## config.mk

```make
export PLATFORM = sky130hd
export DESIGN_NAME = bit_serial_alu_seq
export DESIGN_NICKNAME = d
export VERILOG_FILES = /design/src/rtl/bit_serial_alu_seq.sv
export SDC_FILE = /design/constraint.sdc
export NUM_CORES = 1
export LEC_CHECK = 0
export CORE_ASPECT_RATIO = 1.2
export CORE_UTILIZATION = 25
export CTS_CLUSTER_DIAMETER = 50
export DETAILED_ROUTE_END_ITERATION = 10
export GPL_TIMING_DRIVEN = 0
export SLEW_MARGIN = 20
export SYNTH_ARGS = -nofsm -noshare
export SYNTH_HDL_FRONTEND = slang
export SYNTH_SLANG_ARGS = --single-unit
export TNS_END_PERCENT = 50
```

## constraint.sdc

```tcl
create_clock -name clk -period 4.45 [get_ports clk]
set_input_delay 0.89 -clock clk [delete_from_list [all_inputs] [get_ports clk]]
set_output_delay 0.89 -clock clk [all_outputs]
set_load 0.1 [all_outputs]
```

## src/rtl/bit_serial_alu_seq.sv

```systemverilog
// Bit-serial ALU sequencer: accepts an operand pair and opcode, processes one bit per clock LSB first.
// Optional overflow output (out_ovf) is built when BSALU_OVERFLOW_EN is defined.
module bit_serial_alu_seq #(
    parameter int WIDTH = 8
) (
    input  logic             clk,
    input  logic             rst_n,
    input  logic             in_valid,
    output logic             in_ready,
    input  logic [WIDTH-1:0] in_a,
    input  logic [WIDTH-1:0] in_b,
    input  logic [2:0]       in_op,
    output logic             out_valid,
    input  logic             out_ready,
    output logic [WIDTH-1:0] out_result,
    output logic             out_carry,
    output logic             out_zero
`ifdef BSALU_OVERFLOW_EN
    ,
    output logic             out_ovf
`endif
);

    localparam int CW = $clog2(WIDTH);

    typedef enum logic [1:0] {S_IDLE, S_SHIFT, S_DONE} state_e;
    typedef enum logic [2:0] {
        OP_ADD   = 3'b000,
        OP_SUB   = 3'b001,
        OP_AND   = 3'b010,
        OP_OR    = 3'b011,
        OP_XOR   = 3'b100,
        OP_INC   = 3'b101,
        OP_DEC   = 3'b110,
        OP_PASSB = 3'b111
    } op_e;

    state_e           r_state;
    state_e           w_next_state;
    op_e              r_op;
    logic [WIDTH-1:0] r_a;
    logic [WIDTH-1:0] r_b;
    logic [WIDTH-1:0] r_result;
    logic             r_carry;
    logic [CW-1:0]    r_cnt;

    logic w_a;
    logic w_b;
    logic w_sum;
    logic w_carry_next;
    logic w_c0;
    logic w_last;
    logic w_accept;

    assign w_a      = r_a[0];
    assign w_b      = r_b[0];
    assign w_last   = (r_cnt == CW'(WIDTH - 1));
    assign w_accept = (r_state == S_IDLE) && in_valid;
    assign w_c0     = (in_op == OP_SUB) || (in_op == OP_INC);

    // Per-bit sum and the selected next-carry candidate for the current opcode.
    always_comb begin
        // NOTE: every output of a combinational block gets a default first so no latch is inferred.
        w_sum        = 1'b0;
        w_carry_next = 1'b0;
        case (r_op)
            OP_ADD: begin
                w_sum        = w_a ^ w_b ^ r_carry;
                w_carry_next = (w_a & w_b) | (w_a & r_carry) | (w_b & r_carry);
            end
            OP_SUB: begin
                w_sum        = w_a ^ ~w_b ^ r_carry;
                w_carry_next = (w_a & ~w_b) | (w_a & r_carry) | (~w_b & r_carry);
            end
            OP_AND:   w_sum = w_a & w_b;
            OP_OR:    w_sum = w_a | w_b;
            OP_XOR:   w_sum = w_a ^ w_b;
            OP_INC: begin
                w_sum        = w_a ^ r_carry;
                w_carry_next = w_a & r_carry;
            end
            OP_DEC: begin
                w_sum        = ~(w_a ^ r_carry);
                w_carry_next = w_a | r_carry;
            end
            OP_PASSB: w_sum = w_b;
            default: ;
        endcase
    end

    always_comb begin
        w_next_state = r_state;
        case (r_state)
            S_IDLE:  if (in_valid)  w_next_state = S_SHIFT;
            S_SHIFT: if (w_last)    w_next_state = S_DONE;
            S_DONE:  if (out_ready) w_next_state = S_IDLE;
            default: w_next_state = S_IDLE;
        endcase
    end

    // NOTE: sequential state uses non-blocking assignments so every register samples pre-edge values.
    always_ff @(posedge clk or negedge rst_n) begin
        if (!rst_n) begin
            r_state <= S_IDLE;
        end else begin
            r_state <= w_next_state;
        end
    end

    always_ff @(posedge clk or negedge rst_n) begin
        if (!rst_n) begin
            r_op     <= OP_ADD;
            r_a      <= '0;
            r_b      <= '0;
            r_result <= '0;
            r_carry  <= 1'b0;
            r_cnt    <= '0;
        end else if (w_accept) begin
            r_op    <= op_e'(in_op);
            r_a     <= in_a;
            r_b     <= in_b;
            r_carry <= w_c0;
            r_cnt   <= '0;
        end else if (r_state == S_SHIFT) begin
            r_a      <= {1'b0, r_a[WIDTH-1:1]};
            r_b      <= {1'b0, r_b[WIDTH-1:1]};
            r_result <= {w_sum, r_result[WIDTH-1:1]};
            r_carry  <= w_carry_next;
            r_cnt    <= r_cnt + 1'b1;
        end
    end

    assign in_ready   = (r_state == S_IDLE);
    assign out_valid  = (r_state == S_DONE);
    assign out_result = r_result;
    assign out_carry  = r_carry;
    // Gated by DONE so the idle/reset value of out_zero is 0 even with a cleared result.
    assign out_zero   = (r_state == S_DONE) && ~|r_result;

`ifdef BSALU_OVERFLOW_EN
    logic r_cin_msb;
    logic w_arith;

    // While the last bit is being processed, r_carry is the carry into the MSB.
    always_ff @(posedge clk or negedge rst_n) begin
        if (!rst_n) begin
            r_cin_msb <= 1'b0;
        end else if ((r_state == S_SHIFT) && w_last) begin
            r_cin_msb <= r_carry;
        end
    end

    assign w_arith = (r_op == OP_ADD) || (r_op == OP_SUB) || (r_op == OP_INC) || (r_op == OP_DEC);
    assign out_ovf = (r_state == S_DONE) && w_arith && (r_cin_msb ^ r_carry);
`endif

endmodule

```

==> flow_summary.ini <==
[run_status]
outcome = finished, final reports clean

[clock_network]
clockBufferDepth = 2
ctsResizeCount = 0
numCtsBuffers = 5
worstSkewPairLatency_ns = 0.29
cts_tree = done
hold_buffers = 0
cts-root-buf = clkbuf_8
htreeDepth = 2
clkTransAtPathRegs_ns = 0.06
cts_sinks = 33
post_cts_buffers = 0

[grt]
grt_max_degree = 22
grt_antenna_before_repair = 0
grt_pass1_wl_mm = 6.24
grt-ovfl-total = 0
first_global_vias = 1310
gr-usage-all-layers = 0.121

[route]
wl_per_cell_um = 11.8
num_vias = 1310
vias_per_cell = 4.38
drt_iter0_drc = 79
drt-total-wl_mm = 3.52
drt-pass1-iter-count = 4
drc = 0
ant_nets = 0

[timing]
finalClockSkew_ns = 0.0120
drv_slew = 0
hold_slack_ns = 0.479
post-route-min-period_ns = 3.19
setup_ws_ns = 1.26
tightest_slew_ns = 0.970
fmax_ghz = 0.313
relSlewSlack = 0.351
finalCritPeriodShare = 0.717
rsz0062_at_grt = false
setup_viol = 0
hold_viol_final = 0
fin_tns_setup_ns = 0

[job]
cap_violations = 0

[power]
p_leak_uw = 0.00100
power_uw = 1740
p_per_area_nw_per_um2 = 800
vdd_drop_max_v = 0.000200

[yosys]
syn-instance-count = 174
synth_nets = 204
synthFlopType = dfrtp_1
postSynthRegisterBits = 33
yosysWarnings = 0
async_flop_share = 1.00
avgSynthCellArea_um2 = 9.28
ys_types = 30
synth-edff-count = 0
synth_area_um2 = 1610
synth-seq-area-share = 0.512

[worst_setup_path]
critPathRequiredTime_ns = 3.56
critPathMaxFanout = 6
cp.arrival_ns = 2.30
crit_type = reg2out
setup.worst_path.end_class = output pin
start_kind = register

[placed_design]
numPortBuffers = 34
dpl.hpwl_mm = 2.62
gp_congestion = 0.758
dpl_worst_slack_ns = 1.54
dpl.cell_count = 291

[cells_and_area]
fin_cells = 299
syn_to_final_growth_pct = 35.1
drive_above_1_share = 0.101
layout_commonest_cell = nand2_1
final_nets = 246
layout_common_cells = nand2_1 (67), clkdlybuf4s50_1 (33), dfrtp_1 (33), a22oi_1 (13), o21ai_0 (10)
antennaDiodeCount = 0

[floorplanning]
dieArea_um2 = 6780
ioPinCount = 35
row_count = 31
initial_core_util = 0.263
die_w_um = 75.4
die_h_um = 90.0
core_um2 = 6130

[hold_path]
hold_path_class = reg2reg
==> worst max-delay path: stages, from the launching register on <==
cell	delay, ns
dfrtp_1	0.42
nor2b_1	0.28
and3_1	0.20
clkdlybuf4s50_1	1.12
==> cell type report <==
type / count / area (µm²)
plain buffers: 9 / 43.8
clock inverters: 1 / 5.00
repair buffers: 35 / 363
inverters: 5 / 18.8
well taps: 82 / 103
clock buffers: 7 / 96.3
fillers: 677 / 3950
multi-input cells: 127 / 726
flip-flops and latches: 33 / 826
==> sequential cells by signal, indices dropped and copies added, names as in the netlist <==
| name | flops |
|---|---|
| r_op | 3 |
| r_a | 8 |
| out_result | 8 |
| out_carry | 1 |
| r_b | 8 |
| r_state | 2 |
| r_cnt | 3 |
==> kinds of logic after synthesis <==
family | count (synthesis) | share of synthesized area
AO/OA/AOI/OAI | 31 | 0.129
flip-flops | 33 | 0.512
buffers and inverters | 14 | 0.0388
multiplexers | 3 | 0.0271
AND/OR/NAND/NOR | 82 | 0.217
XOR/XNOR | 4 | 0.0217
adder cells (fa/ha/maj) | 7 | 0.0543
==> through the flow <==
stage	cell area [µm²]	utilization
floorplan	1610	-
global placement	2060	0.336
detailed placement	2080	0.339
CTS	2180	0.356
global route	2180	0.356
finish	2180	0.356
==> worst paths after layout <==
check | slack (ns) | startpoint | depth (start not counted) | to
max | 1.26 | r_state[1] | 3 | out_zero
min | 0.48 | r_b[2] | 2 | r_b[2]
max reg2reg | 2.69 | out_carry | 5 | out_result[7]
min reg2reg | 0.48 | r_b[2] | 2 | r_b[2]
max in group asynchronous | 3.53 | rst_n | 2 | r_cnt[2]
min in group asynchronous | 0.50 | rst_n | 1 | out_result[3]
==> cell usage after synthesis, drive strengths merged, types with 2 or more instances <==
cell type / n / share of area
nor2b: 4 / 0.016
inv: 5 / 0.012
xnor2: 4 / 0.022
nor2: 2 / 0.0062
a22oi: 13 / 0.060
dfrtp: 33 / 0.51
nand2: 67 / 0.16
nor4: 3 / 0.012
clkbuf: 3 / 0.0070
nand2b: 2 / 0.0078
o21ai: 11 / 0.036
buf: 6 / 0.020
a21oi: 2 / 0.0062
ha: 7 / 0.054
==> where the power goes <==
group	internal [µW]	leakage (µW)	total (µW)	switching, µW
sequential	435	0.000416	541	106
combinational	328	0.000533	958	630
clock	140	0.0000542	245	105
==> per-layer routing <==
layer	GRT usage	wire length (µm)
met2	0.196	1740
met4	0.0463	65
met1	0.154	1600
met5	0	0
met3	0.0280	111
(Power assumes the default switching activity.)
